===== config.mk =====
export PLATFORM = sky130hd
export DESIGN_NAME = muldiv_unit
export DESIGN_NICKNAME = d
export VERILOG_FILES = /design/src/rtl/cpu_pkg.sv /design/src/rtl/muldiv_negate.sv /design/src/rtl/muldiv_unit.sv
export SDC_FILE = /design/constraint.sdc
export NUM_CORES = 1
export LEC_CHECK = 0
export ABC_AREA = 1
export CORE_ASPECT_RATIO = 2
export CORE_MARGIN = 5
export CORE_UTILIZATION = 35
export CTS_CLUSTER_DIAMETER = 80
export DETAILED_ROUTE_END_ITERATION = 8
export PLACE_DENSITY_LB_ADDON = 0.3
export SYNTH_ARGS = -nofsm -noshare
export SYNTH_HDL_FRONTEND = slang
export SYNTH_HIERARCHICAL = 1
export SYNTH_SLANG_ARGS = --single-unit

===== constraint.sdc =====
create_clock -name clk -period 3.55 [get_ports clk]
set_clock_uncertainty 0.15 [all_clocks]
set_input_delay 0.355 -clock clk [delete_from_list [all_inputs] [get_ports clk]]
set_output_delay 0.355 -clock clk [all_outputs]
set_load 0.1 [all_outputs]

===== src/rtl/cpu_pkg.sv =====
// Shared RV32M definitions: operand width, M-extension funct3 codes and the
// multiply/divide FSM state encoding.
package cpu_pkg;

    localparam int unsigned XLEN = 32;

    localparam logic [2:0] FUNCT3_MUL    = 3'b000;
    localparam logic [2:0] FUNCT3_MULH   = 3'b001;
    localparam logic [2:0] FUNCT3_MULHSU = 3'b010;
    localparam logic [2:0] FUNCT3_MULHU  = 3'b011;
    localparam logic [2:0] FUNCT3_DIV    = 3'b100;
    localparam logic [2:0] FUNCT3_DIVU   = 3'b101;
    localparam logic [2:0] FUNCT3_REM    = 3'b110;
    localparam logic [2:0] FUNCT3_REMU   = 3'b111;

    typedef enum logic [2:0] {
        StIdle,
        StPrep,
        StCalc,
        StFix,
        StDone
    } md_state_e;

endpackage


===== src/rtl/muldiv_negate.sv =====
// Conditional two's-complement negate; used for operand magnitude and final
// sign correction.
module muldiv_negate #(
    parameter int unsigned Width = 32
) (
    input  logic             en_i,
    input  logic [Width-1:0] val_i,
    output logic [Width-1:0] val_o
);

    always_comb begin
        val_o = val_i;
        if (en_i) begin
            val_o = ~val_i + Width'(1);
        end
    end

endmodule


===== src/rtl/muldiv_unit.sv =====
// Iterative RV32M multiply/divide unit: one radix-2 step per clock, shift-add
// multiply and restoring divide on a shared 2*XLEN accumulator.
module muldiv_unit #(
    parameter int unsigned XLEN = cpu_pkg::XLEN,
    parameter int unsigned ITER = XLEN
) (
    input  logic            clk,
    input  logic            rst_n,
    input  logic            start,
    input  logic            flush,
    input  logic [2:0]      funct3,
    input  logic [XLEN-1:0] rs1_val,
    input  logic [XLEN-1:0] rs2_val,
    input  logic [4:0]      rd_in,
    output logic            busy,
    output logic            done,
    output logic            reg_write,
    output logic [4:0]      rd_out,
    output logic [XLEN-1:0] result
);

    import cpu_pkg::*;

    localparam int unsigned CntW = (ITER > 1) ? $clog2(ITER) : 1;

    md_state_e         state_q, state_d;
    logic [2:0]        op_q, op_d;
    logic [XLEN-1:0]   a_q, a_d;
    logic [XLEN-1:0]   b_q, b_d;
    logic [XLEN-1:0]   result_q, result_d;
    logic [2*XLEN-1:0] acc_q, acc_d;
    logic [4:0]        rd_q, rd_d;
    logic [CntW-1:0]   cnt_q, cnt_d;
    logic              neg_q, neg_d;
    logic              sgna_q, sgna_d;

    logic              is_div, is_rem;
    logic              sign_a, sign_b;
    logic              div_zero, div_ovf;
    logic [XLEN-1:0]   abs_a, abs_b;
    logic [XLEN:0]     mul_sum;
    logic [XLEN:0]     div_diff;
    logic [2*XLEN-1:0] prod_fixed;
    logic [XLEN-1:0]   div_raw, div_fixed;
    logic [XLEN-1:0]   fix_val;

    assign is_div = op_q[2];
    assign is_rem = op_q[2] & op_q[1];
    assign sign_a = a_q[XLEN-1] &
                    (op_q inside {FUNCT3_MULH, FUNCT3_MULHSU, FUNCT3_DIV, FUNCT3_REM});
    assign sign_b = b_q[XLEN-1] & (op_q inside {FUNCT3_MULH, FUNCT3_DIV, FUNCT3_REM});

    assign div_zero = is_div && (b_q == '0);
    assign div_ovf  = is_div && !op_q[0] && (a_q == {1'b1, {(XLEN-1){1'b0}}}) &&
                      (b_q == '1);

    muldiv_negate #(.Width(XLEN)) u_abs_a (
        .en_i  (sign_a),
        .val_i (a_q),
        .val_o (abs_a)
    );

    muldiv_negate #(.Width(XLEN)) u_abs_b (
        .en_i  (sign_b),
        .val_i (b_q),
        .val_o (abs_b)
    );

    // Accumulator layout: multiply keeps {partial product, multiplier}; divide keeps
    // {remainder, dividend/quotient}.
    assign mul_sum  = {1'b0, acc_q[2*XLEN-1:XLEN]} + {1'b0, b_q};
    assign div_diff = acc_q[2*XLEN-1:XLEN-1] - {1'b0, b_q};

    muldiv_negate #(.Width(2*XLEN)) u_fix_prod (
        .en_i  (neg_q),
        .val_i (acc_q),
        .val_o (prod_fixed)
    );

    assign div_raw = is_rem ? acc_q[2*XLEN-1:XLEN] : acc_q[XLEN-1:0];

    muldiv_negate #(.Width(XLEN)) u_fix_div (
        .en_i  (is_rem ? sgna_q : neg_q),
        .val_i (div_raw),
        .val_o (div_fixed)
    );

    always_comb begin
        fix_val = div_fixed;
        case (op_q)
            FUNCT3_MUL:                               fix_val = prod_fixed[XLEN-1:0];
            FUNCT3_MULH, FUNCT3_MULHSU, FUNCT3_MULHU: fix_val = prod_fixed[2*XLEN-1:XLEN];
            default:                                  fix_val = div_fixed;
        endcase
    end

    always_comb begin
        state_d  = state_q;
        op_d     = op_q;
        a_d      = a_q;
        b_d      = b_q;
        result_d = result_q;
        acc_d    = acc_q;
        rd_d     = rd_q;
        cnt_d    = cnt_q;
        neg_d    = neg_q;
        sgna_d   = sgna_q;

        if (flush) begin
            state_d = StIdle;
        end else begin
            case (state_q)
                StIdle, StDone: begin
                    state_d = StIdle;
                    if (start) begin
                        op_d    = funct3;
                        a_d     = rs1_val;
                        b_d     = rs2_val;
                        rd_d    = rd_in;
                        state_d = StPrep;
                    end
                end
                StPrep: begin
                    neg_d  = sign_a ^ sign_b;
                    sgna_d = sign_a;
                    if (div_zero) begin
                        result_d = is_rem ? a_q : '1;
                        state_d  = StDone;
                    end else if (div_ovf) begin
                        result_d = is_rem ? '0 : a_q;
                        state_d  = StDone;
                    end else begin
                        acc_d   = {{XLEN{1'b0}}, abs_a};
                        b_d     = abs_b;
                        cnt_d   = '0;
                        state_d = StCalc;
                    end
                end
                StCalc: begin
                    if (is_div) begin
                        if (!div_diff[XLEN]) begin
                            acc_d = {div_diff[XLEN-1:0], acc_q[XLEN-2:0], 1'b1};
                        end else begin
                            acc_d = {acc_q[2*XLEN-2:0], 1'b0};
                        end
                    end else if (acc_q[0]) begin
                        acc_d = {mul_sum, acc_q[XLEN-1:1]};
                    end else begin
                        acc_d = {1'b0, acc_q[2*XLEN-1:1]};
                    end
                    cnt_d = cnt_q + CntW'(1);
                    if (cnt_q == CntW'(ITER - 1)) begin
                        state_d = StFix;
                    end
                end
                StFix: begin
                    result_d = fix_val;
                    state_d  = StDone;
                end
                default: state_d = StIdle;
            endcase
        end
    end

    always_ff @(posedge clk or negedge rst_n) begin
        if (!rst_n) begin
            state_q  <= StIdle;
            op_q     <= '0;
            a_q      <= '0;
            b_q      <= '0;
            result_q <= '0;
            acc_q    <= '0;
            rd_q     <= '0;
            cnt_q    <= '0;
            neg_q    <= 1'b0;
            sgna_q   <= 1'b0;
        end else begin
            state_q  <= state_d;
            op_q     <= op_d;
            a_q      <= a_d;
            b_q      <= b_d;
            result_q <= result_d;
            acc_q    <= acc_d;
            rd_q     <= rd_d;
            cnt_q    <= cnt_d;
            neg_q    <= neg_d;
            sgna_q   <= sgna_d;
        end
    end

    assign busy      = (state_q == StPrep) || (state_q == StCalc) || (state_q == StFix);
    assign done      = (state_q == StDone);
    assign reg_write = done;
    assign rd_out    = rd_q;
    assign result    = result_q;

endmodule


==> Word-level counts from Yosys, hierarchy flattened <==
Cells that the tools add are included.
{ "word_totals": {"regBits": 178, "out_inout_bits": 40, "elab_cells": 97} }
{ "classes": {"n_addsub": 7, "n_eq_ne": 18, "n_mux": 31, "n_bitwise": 9, "n_reduce_logical": 22} }
{ "ops": {"columns": ["cell", "n"], "rows": [
  ["$mux 64", 6],
  ["$mux 32", 11],
  ["$pmux 32 s2", 3],
  ["$pmux 64 s2", 1],
  ["$add 32x1->32 const B", 3],
  ["$not 32->32", 3],
  ["$add 64x1->64 const B", 1],
  ["$eq 32x32->1 const B", 2],
  ["$not 64->64", 1],
  ["$add 32x32->33", 1],
  ["$sub 33x32->33", 1],
  ["$logic_not 32->1", 1],
  ["$eq 3x2->1 const B", 4],
  ["$mux 3", 4],
  ["$pmux 3 s4", 1],
  ["$mux 5", 2],
  ["$pmux 5 s2", 1],
  ["$eq 3x3->1 const B", 3],
  ["$ne 2x2->1 const B", 4],
  ["$eq 3x1->1 const B", 2],
  ["$logic_not 3->1", 2],
  ["$ne 3x3->1 const B", 2],
  ["$reduce_and 3->1", 2],
  ["$reduce_and 6->1", 1],
  ["other kinds (16)", 25]
]} }

==> Depth between registers and ports, before layout <==
Gate-level depths: netlist of the first run.
{ "depth": {"word_depth": 8, "mapped_depth": 19, "depth_no_buf": 19} }

==> Cells and area by module <==
The synthesis of the first run kept the hierarchy.
{ "by_module_without_submodules": {"columns": ["mod", "instances", "cells_each", "area_each_um2", "seq_area_each_um2"], "rows": [
  ["muldiv_unit", 1, 2604, 15511.1, 4454.3],
  ["muldiv_negate at u_abs_a ...", 3, 227, 1108.6, 0.0],
  ["muldiv_negate at u_fix_prod", 1, 498, 2466.1, 0.0]
]} }

==> Worst setup path before layout of the first run <==
OpenSTA, ideal clock, no wires.
{ "synth_path": {"path_kind": "flip-flop to output port", "from": "reg state_q[1]", "to": "out reg_write", "arrival_time_ns": 3.279, "t_required_ns": 3.045, "path_slack_ns": -0.234, "path_stages_with_launch": 3, "path_buffers": 1, "path_cell_list": "dfrtp_1 -> nor3b_1 -> buf_4"} }
{ "synth_between": {"elab_chain_len": 1} }
{ "synth_rtl": {"columns": ["element", "line_no", "rtl"], "rows": [
  ["start, declared", "muldiv_unit.sv:26", "md_state_e state_q, state_d;"],
  ["start signal, assigned", "muldiv_unit.sv:167", "state_q <= StIdle;"],
  ["start signal, assigned", "muldiv_unit.sv:178", "state_q <= state_d;"],
  ["$eq 3x3->1", "muldiv_unit.sv:192", "assign done = (state_q == StDone);"],
  ["end, declared", "muldiv_unit.sv:17", "output logic reg_write,"]
]} }
No other way between the ends.

==> Worst setup path in the final report of the first run <==
{ "layout_path": {"from": "reg b_q[8]", "to": "reg acc_q[59]"} }
{ "layout_between": {"elab_chain_len": 4} }
{ "layout_rtl": {"columns": ["element", "line_no", "rtl"], "rows": [
  ["start, declared", "muldiv_unit.sv:29", "logic [XLEN-1:0] b_q, b_d;"],
  ["start signal, assigned", "muldiv_unit.sv:170", "b_q <= '0;"],
  ["start signal, assigned", "muldiv_unit.sv:181", "b_q <= b_d;"],
  ["$sub 33x32->33, or another cell as far along", "muldiv_unit.sv:72", "assign div_diff = acc_q[2*XLEN-1:XLEN-1] - {1'b0, b_q};"],
  ["$mux 64, or another cell as far along", "muldiv_unit.sv:141", "if (!div_diff[XLEN]) begin"],
  ["$mux 64 or $ne 2x2->1 (tied branches)", null, null],
  ["$pmux 64 s2 or $reduce_and 4->1 (tied branches)", null, null],
  ["end signal, assigned", "muldiv_unit.sv:172", "acc_q <= '0;"],
  ["end signal, assigned", "muldiv_unit.sv:183", "acc_q <= acc_d;"],
  ["end, declared", "muldiv_unit.sv:31", "logic [2*XLEN-1:0] acc_q, acc_d;"]
]} }
Parallel ways exist; a longest one is shown, timed or not.
A chain may end at the register's enable or synchronous reset.

==> impl_metrics.py, run 1 <==
metrics = {
    "cts": {
        "h-tree-depth": 4,
        "insertion_delay_ns": 0.50,
        "clkTransAtPathRegs_ns": 0.08,
        "cts.sinks": 178,
        "post-cts-setup-buffer-count": 0,
        "cts_resized": 0,
        "root_buffer": "clkbuf_16",
        "numCtsBuffers": 17,
        "cts_buffer_depth": 2,
        "cts_tree": "built",
    },
    "timing": {
        "relSlewSlack": 0.210,
        "holdWs_ns": 0.262,
        "grt_setup_unrepaired": "false",
        "fmax_ghz": 0.305,
        "worstMarginPinSlew_ns": 1.18,
        "setup_violations": 0,
        "timing.setup.tns_ns": 0,
        "drv_slew": 0,
        "min_period_over_period": 0.922,
        "setup_ws_ns": 0.275,
        "hold_viol_final": 0,
        "timing.final.crit_period_ns": 3.27,
    },
    "detailed_routing": {
        "viasPerCell": 5.27,
        "vias": 24688,
        "initialDrtViolationCount": 1759,
        "first_pass_iters": 6,
        "wl_per_cell_um": 21.5,
        "ant_nets": 0,
        "drt_wl_total_mm": 101,
        "drc_errors": 0,
    },
    "synth": {
        "yosysSeqAreaShare": 0.209,
        "netlist_area_um2": 21300,
        "async_flop_share": 1.00,
        "syn_area_per_cell_um2": 5.63,
        "ys_seq_elements": 178,
        "synthDistinctLibCells": 48,
        "synth_top_flop_cell": "dfrtp_1",
        "synthCells": 3783,
        "ys_warn_count": 6,
        "synth_edf_count": 0,
        "synth_fp_nets": 3931,
    },
    "power": {
        "p_per_area_nw_per_um2": 1070,
        "peakVddDrop_v": 0.000481,
        "seq_power_share": 0.161,
        "power_switching_mw": 16.5,
        "intPower_mw": 9.58,
        "p_leak_nw": 12.7,
        "comb_power_share": 0.761,
        "clkPwrFrac": 0.077,
        "swShare": 0.632,
    },
    "grt": {
        "grt_max_degree": 90,
        "antenna_found_initial": 0,
        "grt_pass1_wl_mm": 148,
        "grt_usage": 0.298,
        "grt_pass1_vias": 24897,
        "overflow": 0,
    },
    "run": {
        "drv_cap": 0,
    },
    "placed_design": {
        "gp_congestion": 1.06,
        "dp_worst_setup_slack_ns": 0.411,
        "port_buffers": 115,
        "dpl_cell_area_um2": 23700,
        "dpl.hpwl_mm": 82.5,
    },
    "min_path": {
        "hold_path.class": "in2async",
    },
    "floorplan": {
        "die_h_um": 359,
        "start_util": 0.351,
        "io-pin-count": 116,
        "core_um2": 60700,
        "num_rows": 128,
        "die_area_um2": 66200,
        "die_width_um": 184,
    },
    "final_layout": {
        "final_layout_size_suffix_gt1_frac": 0.0799,
        "syn2layout_area_growth_pct": 13.9,
        "final_util": 0.400,
        "final_area_um2": 24300,
        "finalNetCount": 4038,
    },
    "setup_path": {
        "cp-end-kind": "register",
        "required_ns": 3.82,
        "crit_path_start_kind": "register",
        "cp.arrival_ns": 3.54,
        "critPathKind": "reg2reg",
        "worstPathMaxFanout": 6,
    },
    "outcome": {
        "outcome": "finished clean",
    },
}
==> kinds of logic after synthesis <==
kind of cell,synth area share
AOI/OAI and AO/OA,0.105
xor gates and xnor gates,0.0419
adders and majority gates,0.0430
buffers and inverters,0.116
DFF,0.209
muxes,0.00264
and+or+nand+nor,0.482
==> cells in the final DEF (no fill, tap or decap), drive strengths merged, types with 2 or more instances in the layout <==
cell	count
xor2	52
inv	493
nand3	268
nor2	443
nor4	2
o21bai	5
nor3	15
dfrtp	178
ha	70
nand2	1549
and2	7
clkbuf	18
o21ai	254
clkinv	9
buf	102
fa	2
nand4	88
nand3b	18
xnor2	49
clkdlybuf4s50	111
a21o	5
mux2	5
a21oi	153
==> power groups by stage <==
| stage | registers (mW) | clock network, mW | logic (mW) |
|---|---|---|---|
| after floorplan | 5.29 | 0 | 11.8 |
| after global placement | 4.22 | 0 | 19.5 |
| after detailed placement | 4.21 | 0 | 19.4 |
| after CTS | 4.18 | 2.04 | 19.5 |
| after global routing | 4.29 | 2.10 | 21.5 |
| final | 4.21 | 2.01 | 19.8 |
==> state kept, by name, indices dropped and copies added, names as in the netlist <==
signal   cells
b_q         32
sgna_q       1
neg_q        1
rd_out       5
op_q         3
state_q      3
a_q         32
acc_q       64
result      32
cnt_q        5
==> metal layers <==
layer / vias up / GRT usage / wire length [µm]
met1: 11191 / 0.259 / 31100
met3: 486 / 0.0415 / 4460
li1: 12055 / - / -
met2: 956 / 0.545 / 51400
met4: 0 / 0.317 / 13600
met5: - / 0 / 0
==> cell type report <==
| cell class | instances | area [µm²] |
|---|---|---|
| Fill cell | 6874 | 36400 |
| Multi-Input combinational cell | 2990 | 14400 |
| Sequential cell | 178 | 4460 |
| Timing Repair Buffer | 215 | 1980 |
| Inverter | 488 | 1850 |
| Tap cell | 780 | 976 |
| Clock buffer | 17 | 425 |
| Clock inverter | 15 | 170 |
| Antenna cell | 1 | 2.50 |
==> synth_stat cells (29+ instances only) <==
| master | number | area [µm²] |
|---|---|---|
| clkbuf_1 | 72 | 270 |
| a21oi_1 | 151 | 756 |
| o21ai_0 | 179 | 896 |
| nor2_1 | 369 | 1390 |
| xor2_1 | 51 | 447 |
| o21ai_1 | 57 | 285 |
| nand3_1 | 261 | 1310 |
| nor2_2 | 39 | 244 |
| nor2_4 | 29 | 327 |
| nand2_1 | 1517 | 5690 |
| ha_1 | 70 | 876 |
| xnor2_1 | 49 | 429 |
| nand4_1 | 88 | 551 |
| dfrtp_1 | 178 | 4450 |
| inv_1 | 462 | 1730 |
==> critical path, stage by stage, from the launching register on <==
cell and delay, ns:
dfrtp_1 0.53, ha_1 0.42, nand2_1 0.13, nor2_1 0.71, nand3_1 0.16, nand3_1 0.38, nand2_1 0.13, nand3_1 0.11
nand3_1 0.11, a21oi_1 0.20, nand2_1 0.09, nand2_1 0.07
==> metrics by stage <==
step	power [mW]	cells
6_report	26.1	4684
5_1_grt	27.9	4683
4_1_cts	25.7	4683
3_5_place_dp	23.6	4650
3_3_place_gp	23.7	4650
2_1_floorplan	17.1	3783
==> final timing paths <==
check	startpoint	to	slack, ns	depth (start not counted)
max in group asynchronous	rst_n	a_q[17]$_DFFE_PN0P_	2.09	4
setup reg to reg	b_q[8]$_DFFE_PN0P_	acc_q[59]$_DFFE_PN0P_	0.28	11
min in group clk	rs1_val[10]	a_q[10]$_DFFE_PN0P_	0.28	3
hold reg to reg	result[27]$_DFFE_PN0P_	result[27]$_DFFE_PN0P_	0.33	2
hold / removal	rst_n	b_q[31]$_DFFE_PN0P_	0.26	2
setup / recovery	b_q[8]$_DFFE_PN0P_	acc_q[59]$_DFFE_PN0P_	0.28	11
==> repair_timing <==
action	4_1_cts	5_1_grt
endpoints found under the setup margin	0	0
hold endpoints to repair	62	0
hold buffers	1	0
Power figures use the tool's default switching activity.
==> run 2: changes to the inputs <==
--- a/config.mk
+++ b/config.mk
@@ -7,7 +7,6 @@
 export LEC_CHECK = 0
 export ABC_AREA = 1
 export CORE_ASPECT_RATIO = 2
-export CORE_MARGIN = 5
 export CORE_UTILIZATION = 35
 export CTS_CLUSTER_DIAMETER = 80
 export DETAILED_ROUTE_END_ITERATION = 8
==> run 2 against run 1 <==
Power rose by 1.1%. Global-route usage grew 3.0 points. Combinational power about the same. Die area down 6.5%. Largest cell class unchanged.
==> impl_metrics.py, run 2 (synthesis gave the netlist of run 1 again) <==
metrics = {
    "outcome": {
        "outcome": "finished clean",
    },
    "timing": {
        "grt_setup_unrepaired": "false",
        "worstMarginPinSlew_ns": 1.18,
        "fmax_ghz": 0.307,
        "min_period_over_period": 0.919,
        "setup_violations": 0,
        "hold_viol_final": 0,
        "holdWs_ns": 0.298,
        "timing.setup.tns_ns": 0,
        "timing.final.crit_period_ns": 3.26,
        "relSlewSlack": 0.213,
        "drv_slew": 0,
    },
    "final_layout": {
        "fillers": 6748,
        "final_common_cell": "nand2_1",
        "largest_reg_flops": 64,
        "finalNetCount": 4035,
        "final_area_um2": 24200,
        "regArea_um2": 4460,
        "syn2layout_area_growth_pct": 13.8,
        "final_layout_size_suffix_gt1_frac": 0.0797,
        "multi_input_comb_area_um2": 14400,
        "mostFrequentLayoutCells": "nand2_1 (1517), inv_1 (462), nor2_1 (367)",
        "stdcell_count": 4675,
        "top_register": "acc_q",
    },
    "setup_path": {
        "critPathMaxStageDelay_ns": 0.57,
        "crit_path_start_kind": "register",
        "cp_common_cell": "nand2_1",
        "critPathKind": "reg2reg",
        "cp-end-kind": "register",
        "crit_chain": "nor2_1 -> nand3_1 -> nor2_1 -> nand2_1 -> nor2_1 -> nand2_1 -> nand3b_1 -> nand2_1 -> nand3_1 -> nand4_1 -> nand3_1 -> nand2_1",
        "cp_slowest_cell": "dfrtp_1",
        "cp.arrival_ns": 3.48,
        "worstPathMaxFanout": 10,
        "required_ns": 3.77,
    },
    "floorplan": {
        "num_rows": 127,
        "start_util": 0.355,
        "die_area_um2": 61900,
        "die_width_um": 176,
        "core_um2": 60100,
        "io-pin-count": 116,
        "die_h_um": 351,
    },
    "detailed_routing": {
        "wl_per_cell_um": 21.4,
        "drt-met1-wl_mm": 32.6,
        "initialDrtViolationCount": 1756,
        "ant_nets": 0,
        "first_pass_iters": 5,
        "met2WireLength_mm": 51.7,
        "drc_errors": 0,
        "vias": 24748,
        "viasPerCell": 5.29,
        "wl_met3_mm": 4.08,
        "highest_layer": "met5",
        "drt_wl_total_mm": 100,
    },
    "cts": {
        "root_buffer": "clkbuf_16",
        "cts_buffer_depth": 2,
        "insertion_delay_ns": 0.48,
        "numCtsBuffers": 17,
        "post-cts-setup-buffer-count": 0,
        "cts.sinks": 178,
        "clkTransAtPathRegs_ns": 0.09,
        "cts_tree": "built",
        "h-tree-depth": 4,
    },
    "min_path": {
        "hold_path.class": "in2reg",
    },
    "placed_design": {
        "port_buffers": 115,
        "gp_congestion": 1.21,
        "dpl.hpwl_mm": 80.5,
        "dpl_cell_area_um2": 23600,
        "placed_cells": 4641,
    },
    "grt": {
        "grt_usage": 0.328,
        "grt_pass1_wl_mm": 149,
        "grt_max_degree": 88,
        "overflow": 0,
        "antenna_found_initial": 3,
        "grt_pass1_vias": 24669,
    },
    "power": {
        "comb_power_share": 0.761,
        "p_per_area_nw_per_um2": 1090,
        "seq_power_share": 0.158,
        "intPower_mw": 9.68,
        "peakVddDrop_v": 0.000577,
        "swShare": 0.632,
        "clkPwrFrac": 0.081,
        "p_leak_nw": 12.7,
        "power_switching_mw": 16.7,
    },
    "run": {
        "drv_cap": 0,
    },
}
## run 2: critical path: cells and delay by family, from the launching register on
kind | cells | cell delay, ns
flip-flops | 1 | 0.57
AND/OR/NAND/NOR | 12 | 2.40
## run 2: timing repair
action                                 in CTS  in global routing
endpoints found under the hold margin      84                  0
resized for setup                           0                  0
hold buffers                                1                  0
## run 2: area by class of cell
type	count	area share
inverters	488	0.0763
well taps	774	0.0399
multi-input cells	2990	0.595
clock buffers	17	0.0175
clock inverters	15	0.00846
flip-flops and latches	178	0.184
repair buffers	212	0.0793
diodes	1	0.000103
## run 2: path summary, 6_finish.rpt
| path | startpoint | end | slack (ns) | depth (start not counted) |
|---|---|---|---|---|
| setup / recovery | acc_q[45]$_DFFE_PN0P_ | result[31]$_DFFE_PN0P_ | 0.29 | 12 |
| setup reg to reg | acc_q[45]$_DFFE_PN0P_ | result[31]$_DFFE_PN0P_ | 0.29 | 12 |
| max in group asynchronous | rst_n | result[6]$_DFFE_PN0P_ | 2.04 | 3 |
| min in group asynchronous | rst_n | b_q[31]$_DFFE_PN0P_ | 0.34 | 2 |
| hold / removal | rs1_val[21] | a_q[21]$_DFFE_PN0P_ | 0.30 | 3 |
| hold reg to reg | result[15]$_DFFE_PN0P_ | result[15]$_DFFE_PN0P_ | 0.33 | 2 |
## run 2: per-layer routing
metal,GRT usage,vias up
met3,0.0397,456
met4,0.335,2
met5,0,-
met1,0.294,11297
li1,-,12050
met2,0.613,943
## run 2: power groups by stage
| stage | Combinational, mW | Clock, mW | Sequential [mW] |
|---|---|---|---|
| finish | 20.1 | 2.15 | 4.15 |
| global route | 21.7 | 2.22 | 4.24 |
| CTS | 19.5 | 2.16 | 4.12 |
| detailed placement | 19.4 | 0 | 4.15 |
| global placement | 19.4 | 0 | 4.14 |
| floorplan | 11.8 | 0 | 5.29 |
## run 2: stage by stage
step | total power, mW | utilization | setup slack (ns)
finish | 26.4 | 0.404 | 0.289
global route | 28.2 | 0.404 | 0.0582
CTS | 25.8 | 0.404 | 0.385
detailed placement | 23.6 | 0.393 | 0.415
global placement | 23.6 | 0.393 | 0.438
floorplan | 17.1 | - | 0.850
==> run 3: changes to the inputs <==
--- a/config.mk
+++ b/config.mk
@@ -6,10 +6,12 @@
 export NUM_CORES = 1
 export LEC_CHECK = 0
 export ABC_AREA = 1
+export ABC_CLOCK_PERIOD_IN_PS = 3550
 export CORE_ASPECT_RATIO = 2
 export CORE_UTILIZATION = 35
 export CTS_CLUSTER_DIAMETER = 80
 export DETAILED_ROUTE_END_ITERATION = 8
+export HOLD_SLACK_MARGIN = 0.05
 export PLACE_DENSITY_LB_ADDON = 0.3
 export SYNTH_ARGS = -nofsm -noshare
 export SYNTH_HDL_FRONTEND = slang
==> results of run 3 <==
Same layout as run 2: the final DEF is identical, and so are final timing and power.
